==> config.mk <==
export PLATFORM = sky130hd
export DESIGN_NAME = vga_timing_gen
export DESIGN_NICKNAME = d
export VERILOG_FILES = /design/src/rtl/vga_timing_gen.sv
export SDC_FILE = /design/constraint.sdc
export NUM_CORES = 1
export LEC_CHECK = 0
export BUFFER_PORTS_ARGS = -buffer_cell sky130_fd_sc_hd__buf_2
export CORE_MARGIN = 2
export CORE_UTILIZATION = 50
export CTS_CLUSTER_SIZE = 25
export DETAILED_ROUTE_END_ITERATION = 12
export GPL_TIMING_DRIVEN = 0
export PLACE_DENSITY = 0.76
export SYNTH_ARGS = -nofsm -noshare
export SYNTH_HDL_FRONTEND = slang
export SYNTH_SLANG_ARGS = --single-unit
==> constraint.sdc <==
create_clock -name clk -period 2.3 [get_ports clk]
set_clock_uncertainty 0.2 [all_clocks]
set_input_delay 0.46 -clock clk [delete_from_list [all_inputs] [get_ports clk]]
set_output_delay 0.46 -clock clk [all_outputs]
set_load 0.05 [all_outputs]
==> src/rtl/vga_timing_gen.sv <==
// vga_timing_gen: parametrised VGA timing and pixel-stream generator.
// A clock-enable prescaler produces pix_tick. The coordinate counters
// issue (req_x, req_y) to a pixel source. Decoded sync/visibility flags
// are delayed DATA_LATENCY ticks so that sync and RGB leave aligned
// with the pixel data returned by the source.
module vga_timing_gen #(
  parameter int H_DISPLAY    = 640,
  parameter int H_FRONT      = 16,
  parameter int H_SYNC       = 96,
  parameter int H_BACK       = 48,
  parameter int V_DISPLAY    = 480,
  parameter int V_FRONT      = 10,
  parameter int V_SYNC       = 2,
  parameter int V_BACK       = 33,
  parameter int CLK_DIV      = 2,
  parameter int SYNC_POL     = 0,
  parameter int DATA_LATENCY = 1,
  parameter int COLOR_BITS   = 4
) (
  input  logic                    clk,
  input  logic                    reset,
  input  logic                    enable,
  input  logic [3*COLOR_BITS-1:0] pixel_in,
  output logic                    pix_tick,
  output logic                    req,
  output logic [$clog2(H_DISPLAY+H_FRONT+H_SYNC+H_BACK)-1:0] req_x,
  output logic [$clog2(V_DISPLAY+V_FRONT+V_SYNC+V_BACK)-1:0] req_y,
  output logic                    line_start,
  output logic                    frame_start,
  output logic                    hsync,
  output logic                    vsync,
  output logic [COLOR_BITS-1:0]   red,
  output logic [COLOR_BITS-1:0]   green,
  output logic [COLOR_BITS-1:0]   blue
);

  localparam int H_TOTAL = H_DISPLAY + H_FRONT + H_SYNC + H_BACK;
  localparam int V_TOTAL = V_DISPLAY + V_FRONT + V_SYNC + V_BACK;
  localparam int XW      = $clog2(H_TOTAL);
  localparam int YW      = $clog2(V_TOTAL);
  localparam int DW      = (CLK_DIV > 1) ? $clog2(CLK_DIV) : 1;
  localparam int PW      = 3 * COLOR_BITS;

  localparam logic [DW-1:0] DIV_LAST = DW'(CLK_DIV - 1);
  localparam logic [XW-1:0] X_LAST   = XW'(H_TOTAL - 1);
  localparam logic [XW-1:0] X_VIS    = XW'(H_DISPLAY);
  localparam logic [XW-1:0] X_HS0    = XW'(H_DISPLAY + H_FRONT);
  localparam logic [XW-1:0] X_HS1    = XW'(H_DISPLAY + H_FRONT + H_SYNC);
  localparam logic [YW-1:0] Y_LAST   = YW'(V_TOTAL - 1);
  localparam logic [YW-1:0] Y_VIS    = YW'(V_DISPLAY);
  localparam logic [YW-1:0] Y_VS0    = YW'(V_DISPLAY + V_FRONT);
  localparam logic [YW-1:0] Y_VS1    = YW'(V_DISPLAY + V_FRONT + V_SYNC);
  localparam logic          SYNC_IDLE = (SYNC_POL == 0);

  typedef struct packed {
    logic vis;
    logic hs;
    logic vs;
    logic x0;
    logic f0;
  } flags_t;

  logic [DW-1:0] div_q, div_d;
  logic          tick_q, tick_d;
  logic          run_q, run_d;
  logic [XW-1:0] x_q, x_d;
  logic [YW-1:0] y_q, y_d;
  logic          hsync_q, hsync_d;
  logic          vsync_q, vsync_d;
  logic [PW-1:0] rgb_q, rgb_d;
  logic          ls_q, ls_d;
  logic          fs_q, fs_d;
  flags_t        flags_now;
  flags_t        flags_dly;

  // Decode the current coordinate; run_q keeps req low while idle.
  always_comb begin
    flags_now.vis = run_q && (x_q < X_VIS) && (y_q < Y_VIS);
    flags_now.hs  = (x_q >= X_HS0) && (x_q < X_HS1);
    flags_now.vs  = (y_q >= Y_VS0) && (y_q < Y_VS1);
    flags_now.x0  = (x_q == '0);
    flags_now.f0  = (x_q == '0) && (y_q == '0);
  end

  // Prescaler and coordinate counters; enable low forces the idle state.
  always_comb begin
    div_d  = '0;
    tick_d = 1'b0;
    run_d  = enable;
    x_d    = '0;
    y_d    = '0;
    if (enable) begin
      tick_d = (div_q == DIV_LAST);
      div_d  = tick_d ? '0 : div_q + 1'b1;
      x_d    = x_q;
      y_d    = y_q;
      if (tick_q) begin
        if (x_q == X_LAST) begin
          x_d = '0;
          y_d = (y_q == Y_LAST) ? '0 : y_q + 1'b1;
        end else begin
          x_d = x_q + 1'b1;
        end
      end
    end
  end

  // Flag delay line matching the pixel source latency.
  if (DATA_LATENCY == 0) begin : g_nodly
    assign flags_dly = flags_now;
  end else begin : g_dly
    flags_t [DATA_LATENCY-1:0] pipe_q, pipe_d;

    // Shift one stage per pixel tick; cleared while disabled.
    always_comb begin
      pipe_d = pipe_q;
      if (!enable) begin
        pipe_d = '0;
      end else if (tick_q) begin
        pipe_d[0] = flags_now;
        for (int unsigned i = 1; i < DATA_LATENCY; i++) begin
          pipe_d[i] = pipe_q[i-1];
        end
      end
    end

    // Delay line registers.
    always_ff @(posedge clk or posedge reset) begin
      if (reset) pipe_q <= '0;
      else       pipe_q <= pipe_d;
    end

    assign flags_dly = pipe_q[DATA_LATENCY-1];
  end

  // Output registers load on pix_tick; line/frame pulses last one clk.
  always_comb begin
    hsync_d = hsync_q;
    vsync_d = vsync_q;
    rgb_d   = rgb_q;
    ls_d    = 1'b0;
    fs_d    = 1'b0;
    if (!enable) begin
      hsync_d = SYNC_IDLE;
      vsync_d = SYNC_IDLE;
      rgb_d   = '0;
    end else if (tick_q) begin
      hsync_d = flags_dly.hs ^ SYNC_IDLE;
      vsync_d = flags_dly.vs ^ SYNC_IDLE;
      rgb_d   = flags_dly.vis ? pixel_in : '0;
      ls_d    = flags_dly.x0;
      fs_d    = flags_dly.f0;
    end
  end

  // State and output registers.
  always_ff @(posedge clk or posedge reset) begin
    if (reset) begin
      div_q   <= '0;
      tick_q  <= 1'b0;
      run_q   <= 1'b0;
      x_q     <= '0;
      y_q     <= '0;
      hsync_q <= SYNC_IDLE;
      vsync_q <= SYNC_IDLE;
      rgb_q   <= '0;
      ls_q    <= 1'b0;
      fs_q    <= 1'b0;
    end else begin
      div_q   <= div_d;
      tick_q  <= tick_d;
      run_q   <= run_d;
      x_q     <= x_d;
      y_q     <= y_d;
      hsync_q <= hsync_d;
      vsync_q <= vsync_d;
      rgb_q   <= rgb_d;
      ls_q    <= ls_d;
      fs_q    <= fs_d;
    end
  end

  assign pix_tick    = tick_q;
  assign req         = flags_now.vis;
  assign req_x       = x_q;
  assign req_y       = y_q;
  assign line_start  = ls_q;
  assign frame_start = fs_q;
  assign hsync       = hsync_q;
  assign vsync       = vsync_q;
  assign red         = rgb_q[COLOR_BITS-1:0];
  assign green       = rgb_q[2*COLOR_BITS-1:COLOR_BITS];
  assign blue        = rgb_q[3*COLOR_BITS-1:2*COLOR_BITS];

endmodule

==> results of run 1 <==
## synth_stat cells, drive strengths merged, types with 2 or more instances
library cell	n	area, sq um
or4b	4	40.0
o41ai	2	32.5
o2bb2a	2	20.0
o31ai	3	22.5
or4	2	18.8
xor2	5	43.8
nor2	11	41.3
nor3	5	25.0
o311ai	3	26.3
nand3	20	100
nor2b	4	25.0
a21boi	13	97.6
a31o	2	17.5
o21a	2	15.0
and2	4	25.0
dfrtp	42	1050
and3	4	25.0
inv	8	30.0
clkbuf	11	41.3
nand2b	2	12.5
o21ai	9	45.0
dfstp	2	52.6
or2	2	12.5
or3	4	25.0
xnor2	2	17.5
nand2	32	120
ha	4	50.1
nor4	3	18.8
nand4	6	37.5
## worst max-delay path, stage by stage, from the launching register on
cell,delay (ns)
dfrtp_1,0.57
nand4_1,0.19
and4b_1,0.25
buf_2,0.22
## power groups by stage
stage | Combinational (mW) | Sequential (mW) | Clock, mW
after floorplan | 0.0557 | 0.817 | 0
after global placement | 0.107 | 0.804 | 0
after detailed placement | 0.113 | 0.804 | 0
after CTS | 0.115 | 0.789 | 0.623
after global routing | 0.128 | 0.792 | 0.654
final | 0.114 | 0.790 | 0.606
## cells by family (layout without fill, tap and decap cells)
kind of cell | Yosys count | after routing
adders and majority gates | 4 | 4
buffers and inverters | 20 | 82
AOI/OAI and AO/OA | 43 | 43
and+or+nand+nor | 108 | 108
DFF | 44 | 44
xor gates and xnor gates | 7 | 7
muxes | 1 | 1
## state kept, by name, indices dropped and copies added (netlist names)
| name | count |
|---|---|
| rgb_q | 12 |
| req_x | 10 |
| req_y | 10 |
| flags_dly | 5 |
| div_q | 1 |
| frame_start | 1 |
| hsync | 1 |
| line_start | 1 |
| pix_tick | 1 |
| run_q | 1 |
| vsync | 1 |
## metrics by stage
stage / power, mW / hold slack [ns] / setup TNS [ns] / cells / cell area, sq um
after global placement: 0.911 / 0.203 / -0.970 / 331 / 2550
after detailed placement: 0.917 / 0.212 / -0.119 / 332 / 2570
after floorplan: 0.873 / 0.195 / -0.0318 / 227 / 2220
after global routing: 1.57 / 0.131 / 0 / 341 / 2770
after CTS: 1.53 / 0.124 / 0 / 341 / 2710
final: 1.51 / 0.137 / 0 / 341 / 2770
## worst max-delay path by stage
stage,end,slack [ns]
6_report,req,0.11
4_1_cts,req_y[9]$_DFFE_PP0P_,0.02
5_1_grt,req_y[4]$_DFFE_PP0P_,0.005
3_3_place_gp,req_x[4]$_DFFE_PP0P_,-0.1
2_1_floorplan,req_y[8]$_DFFE_PP0P_,-0.03
3_5_place_dp,req_x[4]$_DFFE_PP0P_,-0.02
## area by class of cell
type | count | area, sq um
buffer | 11 | 42.5
clock buffer | 5 | 68.8
clock inverter | 3 | 47.5
fill | 386 | 1530
inverter | 8 | 30.0
multi-input combinational | 163 | 1090
sequential | 44 | 1110
tap | 52 | 65.1
timing repair buffer | 55 | 305
## layer usage
metal,vias to the layer above,routed length (um),track usage
met2,51,2250,0.328
li1,938,-,-
met4,0,57,0.0577
met1,923,2300,0.300
met3,7,274,0.0577
met5,-,0,0
## repair_timing
action | CTS | global route
hold buffers | 1 | 0
endpoints found under the setup margin | 8 | 10
setup buffers | 0 | 1
endpoints found under the hold margin | 19 | 0
resized for setup | 1 | 8
pin swaps | 0 | 2
==> results.py, run 1 <==
metrics = {
    "status": {
        "status": "complete, no violations",
    },
    "power": {
        "pwr-share-clk": 0.401,
        "p_int_mw": 1.15,
        "p_comb_frac": 0.076,
        "switchingPower_mw": 0.365,
        "pwr-share-seq": 0.523,
        "swShare": 0.241,
        "peakVddDrop_mv": 0.291,
        "power-per-cell-area_mw_per_mm2": 545,
        "p_leak_nw": 1.25,
    },
    "synthesis": {
        "synth_cells": 227,
        "synth_xor_area_frac": 0.0277,
        "ys.flop_type": "dfrtp_1",
        "synth_area_sq_mm": 0.00221,
        "ys_warn_count": 0,
        "synth_compound_area_frac": 0.152,
        "ys_seq_elements": 44,
        "async_flop_share": 1.00,
        "yosysSeqAreaShare": 0.499,
        "synth-simple-area-share": 0.260,
        "synthMuxAreaShare": 0.00452,
        "synth_adder_area_share": 0.0226,
        "synth_top_family_by_area": "simple AND/OR/NAND/NOR gates",
        "synth.distinct_cells": 49,
        "avgSynthCellArea_sq_um": 9.75,
        "syn_nets": 246,
        "synth_edf_count": 0,
    },
    "placement": {
        "pre_cts_ws_ns": -0.0204,
        "hpwlAfterDp_um": 3540,
        "portBuffers": 52,
        "place_congestion": 0.858,
    },
    "sta": {
        "min_period_over_period": 0.952,
        "finalHoldViolCount": 0,
        "finalCriticalPeriod_ns": 2.19,
        "setup_viol": 0,
        "grt_setup_unrepaired": "false",
        "tightest_slew_ns": 0.490,
        "worst_slack_ns": 0.110,
        "fmax_ghz": 0.457,
        "maxSlewViolCount": 0,
        "slew_headroom": 0.673,
    },
    "clock_tree": {
        "clock-root-buffer": "clkbuf_8",
        "clkTransAtPathRegs_ns": 0.08,
        "clockBufferDepth": 2,
        "numCtsBuffers": 5,
        "ctsHtreeMaxLevel": 2,
        "tritoncts": "done",
        "cts_sinks": 44,
        "insertion_delay_ns": 0.31,
    },
    "cells_and_area": {
        "layout.nets": 307,
        "fin_util": 0.645,
        "final_cell_mix": "53 x buf_2, 33 x dfrtp_1, 32 x nand2_1, 20 x nand3_1, 13 x a21boi_0",
        "syn_to_final_growth_pct": 25.2,
        "final_layout_size_suffix_gt1_frac": 0.298,
        "layout_commonest_cell": "buf_2",
        "diodes": 0,
    },
    "setup_path": {
        "r2r_end": "req_y[9]$_DFFE_PP0P_",
        "cp_max_fo": 7,
        "worstRegToRegCells": 6,
        "r2r_slack_ns": 0.14,
        "crit_required_ns": 1.64,
        "arrival_ns": 1.53,
        "crit_start": "req_y[8]$_DFFE_PP0P_",
        "r2r-start": "req_y[1]$_DFFE_PP0P_",
        "cp-start-kind": "flip-flop",
        "cp-end-kind": "output pin",
        "path_class": "flip-flop to output pin",
    },
    "detailed_routing": {
        "drt-total-wl_um": 4880,
        "drtAntennaViolNets": 0,
        "first_pass_iters": 4,
        "vias": 1919,
        "routedWlPerCell_um": 14.3,
        "routed_via_density": 5.63,
        "first_iter_violations": 140,
        "drc": 0,
    },
    "global_route": {
        "grt_pass1_wl_um": 8360,
        "antenna_found_initial": 0,
        "grt_pass1_vias": 1750,
        "grt_max_degree": 25,
        "grt-ovfl-total": 0,
        "track_usage": 0.213,
    },
    "floorplan": {
        "core_sq_mm": 0.00429,
        "ios": 53,
        "die_area_sq_mm": 0.00497,
        "rows": 24,
        "die-height_um": 70.5,
        "start_util": 0.515,
        "die_w_um": 70.5,
    },
    "min_path": {
        "hold_class": "input pin to flip-flop",
        "holdPathEnd": "run_q$_DFF_PP0_",
        "hp-start": "enable",
        "whs_path_depth": 1,
    },
    "run": {
        "max_cap_viol_count": 0,
    },
}
(Power assumes the default switching activity.)
==> inputs of run 2 (changes only) <==
- ABC_AREA: unset -> 1
==> run 2 against run 1 <==
  * Sequential power increased by 4.1%
  * Largest cell class unchanged
  * Maximum frequency shrank 1.6%
  * First-iteration DRC count is 8.6% lower
  * Utilization decreased by 0.34 points
  * Synthesized cell count rose by 34%
  * Largest power group unchanged
  * Cell area up 0.86%
  * Critical path type unchanged
  * Critical path depth up 3
==> results.py, run 2 <==
metrics = {
    "status": {
        "status": "complete, no violations",
    },
    "clock_tree": {
        "numCtsBuffers": 5,
        "clkTransAtPathRegs_ns": 0.08,
        "cts_setup_buffers": 0,
        "clockBufferDepth": 2,
        "ctsHtreeMaxLevel": 2,
        "tritoncts": "done",
        "cts_sinks": 44,
        "insertion_delay_ns": 0.29,
        "clock-root-buffer": "clkbuf_8",
    },
    "synthesis": {
        "synthTopCellsByArea": "dfrtp_1 46%, nand2_1 14%, inv_1 7.6%, nor2_1 5.9%, nand3_1 5.3%",
        "syn_nets": 323,
        "avgSynthCellArea_sq_um": 7.48,
        "ys.flop_type": "dfrtp_1",
        "synth_cells": 304,
        "synth_top_area_cell": "dfrtp_1",
        "synth.distinct_cells": 23,
        "ys_warn_count": 0,
        "ys_seq_elements": 44,
        "async_flop_share": 1.00,
        "netlist_top_cells_count": "84 x nand2_1, 46 x inv_1, 42 x dfrtp_1",
        "yosysSeqAreaShare": 0.485,
        "synth_edf_count": 0,
        "synth_top_area_share": 0.462,
        "synth.most_common_cell": "nand2_1",
        "synth_area_sq_mm": 0.00227,
    },
    "setup_path": {
        "crit_chain": "nand2_2, inv_1, nor3_1, nand2_1, inv_1, clkbuf_4",
        "cp-start-kind": "flip-flop",
        "crit_required_ns": 1.64,
        "crit_top_cell": "inv_1",
        "r2r_slack_ns": 0.51,
        "cp-end-kind": "output pin",
        "worst_path_max_delay_cell": "dfrtp_1",
        "worstRegToRegCells": 9,
        "cp_max_fo": 7,
        "r2r-start": "req_x[1]$_DFFE_PP0P_",
        "max_stage_delay_ns": 0.46,
        "arrival_ns": 1.57,
        "r2r_end": "req_y[1]$_DFFE_PP0P_",
        "path_class": "flip-flop to output pin",
    },
    "cells_and_area": {
        "largest_reg_flops": 12,
        "finalInstanceArea_sq_mm": 0.00279,
        "syn_to_final_growth_pct": 22.8,
        "final_cell_mix": "84 x nand2_1, 53 x buf_2, 45 x inv_1, 42 x dfrtp_1, 35 x nor2_1",
        "regMostFlops": "rgb_q",
        "final_layout_size_suffix_gt1_frac": 0.227,
        "diodes": 0,
        "stdcell_count": 418,
        "layout.nets": 384,
        "fin_util": 0.641,
        "layout_commonest_cell": "nand2_1",
    },
    "sta": {
        "grt_setup_unrepaired": "false",
        "maxSlewViolCount": 0,
        "min_period_over_period": 0.968,
        "setup_viol": 0,
        "slew_headroom": 0.771,
        "fmax_ghz": 0.449,
        "finalHoldViolCount": 0,
        "tightest_slew_ns": 0.343,
        "setup_tns_ns": 0,
        "whs_ns": 0.145,
        "worst_slack_ns": 0.0736,
        "finalCriticalPeriod_ns": 2.23,
    },
    "placement": {
        "portBuffers": 52,
        "place_area_sq_mm": 0.00262,
        "hpwlAfterDp_um": 3620,
        "placed_cells": 409,
        "pre_cts_ws_ns": 0.400,
        "place_congestion": 0.882,
    },
    "min_path": {
        "whs_path_depth": 1,
        "holdPathEnd": "run_q$_DFF_PP0_",
        "hp-start": "enable",
        "hold_class": "input pin to flip-flop",
    },
    "detailed_routing": {
        "routed_via_density": 5.01,
        "first_iter_violations": 128,
        "drt-total-wl_um": 5000,
        "vias": 2093,
        "first_pass_iters": 4,
        "routedWlPerCell_um": 12.0,
        "drtAntennaViolNets": 0,
        "drc": 0,
    },
    "global_route": {
        "grt_pass1_vias": 1935,
        "antenna_found_initial": 0,
        "grt-ovfl-total": 0,
        "track_usage": 0.208,
        "use_met2": 0.332,
        "grt_pass1_wl_um": 8450,
        "met1_usage": 0.283,
        "busiest_layer": "met2",
        "grt_max_degree": 40,
        "grt.met3_usage": 0.0492,
    },
    "floorplan": {
        "ios": 53,
        "die_w_um": 71.4,
        "core_sq_mm": 0.00435,
        "die_area_sq_mm": 0.00510,
        "rows": 24,
        "start_util": 0.522,
        "die-height_um": 71.4,
    },
    "power": {
        "power-per-cell-area_mw_per_mm2": 659,
        "p_leak_nw": 1.53,
        "peakVddDrop_mv": 0.351,
        "p_total_mw": 1.84,
    },
    "run": {
        "max_cap_viol_count": 0,
    },
}
[run 2: cell count changes in the layout (fill, tap and decap cells not counted), sizes merged, moves of 5 or more]
cell,previous run,this run
a21boi,13,0
a21oi,1,6
o21ai,9,23
inv,8,49
nor2,11,42
clkbuf,15,7
nand2,32,88
[run 2: power breakdown]
part	switching [mW]	leakage (nW)	internal, mW
Clock	0.267	0.0784	0.543
Combinational	0.149	0.858	0.0603
Sequential	0.0242	0.597	0.798
[run 2: cell families after synthesis]
family                     Yosys count  synth area share
AOI/OAI and AO/OA                   30            0.0671
xor gates and xnor gates             2           0.00771
adders and majority gates            4            0.0220
buffers and inverters               55             0.100
DFF                                 44             0.485
and+or+nand+nor                    169             0.318
[run 2: worst max-delay path: cells and delay by family (launching register included)]
family,cells,cell delay (ns)
buf+inv,3,0.34
flops,1,0.46
simple gates,3,0.47
[run 2: final cells by class]
type | count | area [sq um]
multi-input combinational | 205 | 945
buffer | 6 | 43.8
inverter | 49 | 184
clock buffer | 5 | 68.8
fill | 395 | 1560
sequential | 44 | 1100
timing repair buffer | 54 | 293
tap | 52 | 65.1
clock inverter | 3 | 90.1
[run 2: worst max path at each step]
stage                               startpoint                    to  slack, ns  depth (start not counted)
final                     req_x[8]$_DFFE_PP0P_                   req       0.07                          6
after global routing      req_x[8]$_DFFE_PP0P_                   req      0.009                          6
after CTS                 req_x[8]$_DFFE_PP0P_                   req       0.05                          6
after detailed placement  req_x[8]$_DFFE_PP0P_                   req       0.40                          6
after global placement                   reset  req_x[1]$_DFFE_PP0P_       0.05                          2
after floorplan           req_x[8]$_DFFE_PP0P_                   req       0.28                          5
[run 2: metal layers]
| layer | share of wire | vias up |
|---|---|---|
| met1 | 0.47 | 969 |
| met3 | 0.054 | 6 |
| met5 | 0 | - |
| met2 | 0.46 | 54 |
| li1 | - | 1064 |
| met4 | 0.010 | 0 |
[run 2: timing repair]
item / in CTS / in global routing
setup endpoints to repair: 0 / 1
hold endpoints to repair: 5 / 0
hold buffers: 1 / 0
gates resized for setup: 0 / 2
